`config.mk`:
```
export PLATFORM = sky130hd
export DESIGN_NAME = imem_load_ctrl
export DESIGN_NICKNAME = d
export VERILOG_FILES = /design/src/rtl/imem_load_ctrl.sv
export SDC_FILE = /design/constraint.sdc
export NUM_CORES = 1
export LEC_CHECK = 0
export CORE_MARGIN = 5
export CORE_UTILIZATION = 45
export CTS_CLUSTER_SIZE = 24
export DETAILED_ROUTE_END_ITERATION = 6
export GPL_TIMING_DRIVEN = 0
export PLACE_DENSITY = 0.79
export SYNTH_ARGS = -nofsm -noshare
export SYNTH_HDL_FRONTEND = slang
export SYNTH_SLANG_ARGS = --single-unit
export TNS_END_PERCENT = 1
```
`constraint.sdc`:
```
create_clock -name clk -period 1.9 [get_ports clk]
set_input_delay 0.475 -clock clk [delete_from_list [all_inputs] [get_ports clk]]
set_output_delay 0.475 -clock clk [all_outputs]
set_load 0.01 [all_outputs]
```
`src/rtl/imem_load_ctrl.sv`:
```
// imem_load_ctrl: boot-time instruction memory loader and core sequencer.
// Parses a little-endian 16-bit word-count header from a byte stream and
// assembles LSB-first 32-bit words. Each word is written to addresses 0..N-1.
// The core stays stalled until the whole image has been written.
// Optional macro IMEM_LOAD_CHECKSUM_EN adds a trailing XOR checksum byte.
//
// Ports:
//   clk, reset        clock, synchronous active-high reset
//   rx_valid/rx_data  incoming stream byte; rx_ready accepts it (combinational)
//   load_start        reload request, honoured in RUN or ERR only
//   mem_we/mem_waddr/mem_wdata  instruction memory write port (registered)
//   core_stall        high in every state except RUN
//   load_done         one-cycle pulse in DONE
//   load_err          high while in ERR
//   words_loaded      words written since the last (re)start
module imem_load_ctrl #(
  parameter int unsigned DEPTH  = 256,
  parameter int unsigned ADDR_W = 8
) (
  input  logic              clk,
  input  logic              reset,
  input  logic              rx_valid,
  input  logic [7:0]        rx_data,
  output logic              rx_ready,
  input  logic              load_start,
  output logic              mem_we,
  output logic [ADDR_W-1:0] mem_waddr,
  output logic [31:0]       mem_wdata,
  output logic              core_stall,
  output logic              load_done,
  output logic              load_err,
  output logic [ADDR_W:0]   words_loaded
);

  localparam int unsigned CNT_W = 16;

`ifdef IMEM_LOAD_CHECKSUM_EN
  typedef enum logic [2:0] {
    S_HDR0, S_HDR1, S_DATA, S_CSUM, S_DONE, S_RUN, S_ERR
  } state_t;
  localparam state_t S_PAY_END = S_CSUM;
`else
  typedef enum logic [2:0] {
    S_HDR0, S_HDR1, S_DATA, S_DONE, S_RUN, S_ERR
  } state_t;
  localparam state_t S_PAY_END = S_DONE;
`endif

  state_t             state;
  state_t             state_nxt;
  logic [7:0]         cnt_lo;
  logic [CNT_W-1:0]   cnt;
  logic [1:0]         byte_idx;
  logic [23:0]        asm_q;
  logic               accept;
  logic [CNT_W-1:0]   hdr_n;
  logic               last_word;
  logic               restart;
`ifdef IMEM_LOAD_CHECKSUM_EN
  logic [7:0]         csum;
`endif

  assign accept    = rx_valid && rx_ready;
  assign hdr_n     = {rx_data, cnt_lo};
  assign last_word = (CNT_W'(words_loaded) + CNT_W'(1)) == cnt;
  assign restart   = load_start && (state == S_RUN || state == S_ERR);

  // State register
  always_ff @(posedge clk) begin
    if (reset) state <= S_HDR0;
    else       state <= state_nxt;
  end

  // Next-state logic
  always_comb begin
    state_nxt = state;
    case (state)
      S_HDR0: if (accept) state_nxt = S_HDR1;
      S_HDR1: begin
        if (accept) begin
          if (hdr_n == '0)                  state_nxt = S_PAY_END;
          else if (hdr_n > CNT_W'(DEPTH))   state_nxt = S_ERR;
          else                              state_nxt = S_DATA;
        end
      end
      S_DATA: if (accept && byte_idx == 2'd3 && last_word) state_nxt = S_PAY_END;
`ifdef IMEM_LOAD_CHECKSUM_EN
      S_CSUM: if (accept) state_nxt = (rx_data == csum) ? S_DONE : S_ERR;
`endif
      S_DONE: state_nxt = S_RUN;
      S_RUN:  if (load_start) state_nxt = S_HDR0;
      S_ERR:  if (load_start) state_nxt = S_HDR0;
      default: state_nxt = S_HDR0;
    endcase
  end

  // State-decoded outputs
  always_comb begin
    rx_ready   = 1'b0;
    core_stall = 1'b1;
    load_done  = 1'b0;
    load_err   = 1'b0;
    case (state)
      S_HDR0, S_HDR1, S_DATA: rx_ready = 1'b1;
`ifdef IMEM_LOAD_CHECKSUM_EN
      S_CSUM: rx_ready = 1'b1;
`endif
      S_DONE: load_done  = 1'b1;
      S_RUN:  core_stall = 1'b0;
      S_ERR:  load_err   = 1'b1;
      default: ;
    endcase
  end

  // Header capture, word assembly and registered write port
  always_ff @(posedge clk) begin
    if (reset) begin
      cnt_lo       <= '0;
      cnt          <= '0;
      byte_idx     <= '0;
      asm_q        <= '0;
      mem_we       <= 1'b0;
      mem_waddr    <= '0;
      mem_wdata    <= '0;
      words_loaded <= '0;
`ifdef IMEM_LOAD_CHECKSUM_EN
      csum         <= '0;
`endif
    end else begin
      mem_we <= 1'b0;
      if (restart) begin
        byte_idx     <= '0;
        words_loaded <= '0;
`ifdef IMEM_LOAD_CHECKSUM_EN
        csum         <= '0;
`endif
      end
      if (accept) begin
        case (state)
          S_HDR0: cnt_lo <= rx_data;
          S_HDR1: cnt    <= hdr_n;
          S_DATA: begin
            byte_idx <= byte_idx + 2'd1;
`ifdef IMEM_LOAD_CHECKSUM_EN
            csum     <= csum ^ rx_data;
`endif
            // Fourth byte completes the word; strobe it out next cycle
            if (byte_idx == 2'd3) begin
              mem_we       <= 1'b1;
              mem_waddr    <= words_loaded[ADDR_W-1:0];
              mem_wdata    <= {rx_data, asm_q};
              words_loaded <= words_loaded + (ADDR_W+1)'(1);
            end else begin
              asm_q <= {rx_data, asm_q[23:8]};
            end
          end
          default: ;
        endcase
      end
    end
  end

endmodule

```
-- Word-level counts from Yosys, hierarchy flattened
Cells that the tools add are included.
- flip-flop bits (word level): 103
- input port bits: 12
- output and inout bits: 54
- word-level logic and storage cells: 61
- $add $sub $neg: 3
- order comparisons: 1
- equal/unequal tests: 11
- mux-type cells: 19
- bitwise operators: 3
- reduce and logical (&&, ||, !) cells: 15
- operator list (kind ; number):
    $mux W9 ; 4
    $mux W3 ; 6
    $eq A10 B16 Y1 ; 1
    $gt A16 B9 Y1 const B ; 1
    $logic_not A16 Y1 ; 1
    $pmux W3 S5 ; 1
    $add A9 B1 Y10 const B ; 1
    $add A9 B1 Y9 const B ; 1
    $eq A3 B2 Y1 const B ; 2
    $eq A3 B3 Y1 const B ; 2
    $mux W2 ; 3
    $ne A2 B2 Y1 const B ; 3
    $reduce_and A3 Y1 ; 2
    $reduce_or A3 Y1 ; 2
    $mux W1 ; 5
    $logic_and A1 B1 Y1 ; 4
    $reduce_and A2 Y1 ; 2
    $reduce_and A4 Y1 ; 1
    $eq A3 B1 Y1 const B ; 1
    $logic_not A3 Y1 ; 1
    $not A1 Y1 ; 3
    $add A2 B1 Y2 const B ; 1
    $eq A2 B2 Y1 const B ; 1
    $ne A2 B1 Y1 const B ; 1
    other kinds (2) ; 2

-- Longest topological paths before layout
- word-level depth: 8
- gate-level depth with buffers: 8

-- Worst setup path before layout
Ideal clock, no wire load.
- path kind: reg-to-reg
- start: register words_loaded[0]
- end: register state[0]
- library setup time: 0.086 ns
- data arrival time: 1.667 ns
- required time: 1.814 ns
- setup slack: 0.148 ns
- cell stages (with the launch flop): 7
- buffers on the path: 0
- clock period less this slack: 1.752 ns
- cells stage by stage: dfxtp_1 > ha_1 > nand3_1 > nor3_1 > xnor2_1 > o2111ai_1 > a211oi_1
- cells in the longest elaborated chain, start to end: 5
- ends and longest elaborated chain (element ; RTL line ; source):
    from (decl) ; 32 ; output logic [ADDR_W:0] words_loaded
    from (signal assigned) ; 152 ; words_loaded <= words_loaded + (ADDR_W+1)'(1);
    $add A9 B1 Y10 ; 65 ; assign last_word = (CNT_W'(words_loaded) + CNT_W'(1)) == cnt;
    $eq A10 B16 Y1 ; 65 ;
    $logic_and A1 B1 Y1 ; 86 ; S_DATA: if (accept && byte_idx == 2'd3 && last_word) state_nxt = S_PAY_END;
    $ne A2 B2 Y1 (no line) ; n/a ;
    $reduce_and A4 Y1 (no line) ; n/a ;
    to (signal assigned) ; 71 ; else state <= state_nxt;
    to (decl) ; 49 ; state_t state;
Every way passes these cells.
A chain may end at the register's enable or synchronous reset.

-- Worst setup path in the final report
- start: input reset
- end: register cnt_lo[2]
- RTL lines (element ; RTL line ; source):
    from (decl) ; 21 ; input logic reset,
    to (signal assigned) ; 140 ; S_HDR0: cnt_lo <= rx_data;
    to (decl) ; 51 ; logic [7:0] cnt_lo;
No word-level cell between the ends.

==> summary.txt <==
Final period util: 1.01
run status: finished, violations left
routed wire length: 10700 um
Placer Congestion: 0.890
ranking of synthesized cells by area: dfxtp_1 50%, nand2_1 17%, a21oi_1 13%
HPWL after detailed placement: 7740 um
met2 Usage GRT: 0.297
failing checks: setup timing
Wirelength per Cell: 14.6 um
Yosys cell types: 43
Avg Synthesized Cell Area: 7.76 um2
Total GRT Usage: 0.193
Iter 0 DRT Violations: 268
total of warnings raised by yosys: 0
worst hold slack: 457 ps
Sink Count: 103
register area share after synthesis: 0.497
Root Driver: clkbuf_8
final setup TNS: -232 ps
Clock Latency Late Sink: 370 ps
crit-path max cell delay: 610 ps
HP Start: mem_waddr[2]
ANT cells: 0
Die X: 106 um
total gr overflow: 0
share of layout cells above drive strength 1: 0.100
drt via density: 5.37
CP arrival: 2170 ps
critical path peak fanout: 10
top_reg_cell synth: dfxtp_1
clock slew at the register clock pins of the worst setup and hold paths: 100 ps
# rows: 35
GR Util met3: 0.0340
ys async rst share: 0
busiest grt layer: met2
CTS Hold Buffers Added: 0
Max Clock Skew: 6.56 ps
Worst setup EP type: flop
DRC viols: 0
Chip Height: 106 um
Multi-input gate area: 0.00196 mm2
VDD IR max: 0.000323 V
Hold Crit Class: flop to flop
Mapped Area: 0.00415 mm2
Die Area: 0.0112 mm2
startpoint types: primary input
RSZ-0062 raised after global routing: yes
Post-synth EDFFs: 0
Slowest-stage cell, CP: clkdlybuf4s50_1
GR Util met1: 0.271
fin. max-slew vios: 0
crit path time final: 1930 ps
WP data required: 2140 ps
commonest non-fill, non-tap cell in the layout: nand2_1
Top Ports: 66
most frequent CP cell: clkbuf_1
power per cell area: 736 mW/mm2
initial antenna violation count: 0
Starting Density: 0.456
first-pass detailed-route iteration total: 5
crit path launch: reset
vias post-DR: 3915
vias in the first global route: 3705
crit path cell chain: clkdlybuf4s50_1, clkbuf_1, clkbuf_1, a21oi_1
max-cap viol count: 0
Final Net Count: 627
worst slew pin tran: 783 ps
worst setup margin: -28.1 ps
worst r2r src: state[0]
Core ar.: 0.00911 mm2
Syn-to-layout area delta: 26.6%
Yosys top cell area share: 0.497
Achievable Freq: 0.519 GHz
CTS max path bufs: 2
register area: 0.00207 mm2
ANT nets after route: 0
commonest non-fill, non-tap cells in the layout: 186 x nand2_1, 103 x a21oi_1, 97 x dfxtp_1
WS Path Type: primary input to flop
CTS buffer count: 9
Setup-failing EPs final: 17
worst rel slew slack: 0.474
CTS tree: yes
Pleak: 1.76 nW
cell taking the most area after synthesis: dfxtp_1
Layout fillers: 801
pin count of the biggest net entering global routing: 19
Final Hold Viols: 0
Syn Nets: 549
Yosys reg bits: 103
first-pass GRT wire length: 17800 um
port bufs: 64
cell count after synthesis: 535
H-Tree Level Count: 3
## logic make-up after synthesis
logic type / after synthesis / share of synthesized area
AOI/OAI and AO/OA: 129 / 0.165
DFF: 103 / 0.497
and+or+nand+nor: 248 / 0.259
adders and majority gates: 2 / 0.00603
xor gates and xnor gates: 12 / 0.0253
muxes: 2 / 0.00513
buffers and inverters: 39 / 0.0428
## final cells by class
class | count | area share
clock inverter | 6 | 0.0143
timing repair buffer | 67 | 0.124
tap | 111 | 0.0264
multi-input combinational | 393 | 0.374
clock buffer | 10 | 0.0262
buffer | 38 | 0.0405
inverter | 1 | 0.000714
sequential | 103 | 0.394
## power breakdown
part	leakage, nW	internal, mW	switching [mW]	total (mW)
logic	0.824	0.0810	0.142	0.223
clock network	0.105	0.666	0.779	1.45
registers	0.834	2.18	0.0186	2.20
## worst paths after layout
| path | slack [ps] | to | cells past startpoint |
|---|---|---|---|
| max | -30 | cnt_lo[2] | 4 |
| min reg2reg | 460 | mem_waddr[2] | 2 |
| max reg2reg | 80 | asm_q[23] | 8 |
| min | 460 | mem_waddr[2] | 2 |
## repair_timing
action,CTS,global route
endpoints found under the hold margin,0,0
setup buffers,1,2
gates cloned,0,0
endpoints found under the setup margin,21,99
gates resized for setup,22,26
pin swaps,0,2
## registers in the layout (all words and copies together) (netlist names)
signal,cells
cnt,16
words_loaded,9
asm_q,24
state,3
mem_we,1
mem_waddr,8
cnt_lo,8
byte_idx,2
mem_wdata,32
## layer usage
layer	share of wire	routed length [um]
met1	0.46	4950
met2	0.44	4690
met3	0.079	839
met4	0.018	197
met5	0	0
## through the flow
stage	total power, mW	instances	util	setup slack, ps	area (um2)
5_1_grt	4.00	729	0.577	-103	5250
6_report	3.87	729	0.577	-28.1	5250
2_1_floorplan	2.37	535	-	148	4150
4_1_cts	3.88	727	0.570	1.25	5190
3_5_place_dp	2.46	710	0.541	-369	4930
3_3_place_gp	2.45	710	0.541	-374	4930
## worst max-delay path: cells and delay by family
family,cells,cell delay [ps]
buffers and inverters,3,1600
AOI/OAI and AO/OA,1,90
## cells in the mapped netlist (3+ instances only)
library cell,count
xnor2_1,10
buf_2,10
nand3_1,8
nand2b_1,3
a21oi_1,104
dfxtp_1,103
buf_4,5
nor3_1,6
nor2_1,10
a31oi_1,3
clkbuf_1,23
nand2_1,187
nor2b_1,4
and2_1,4
nand3b_1,3
and3_1,6
o21ai_0,10
nor4_1,3
Power figures use the tool's default switching activity.
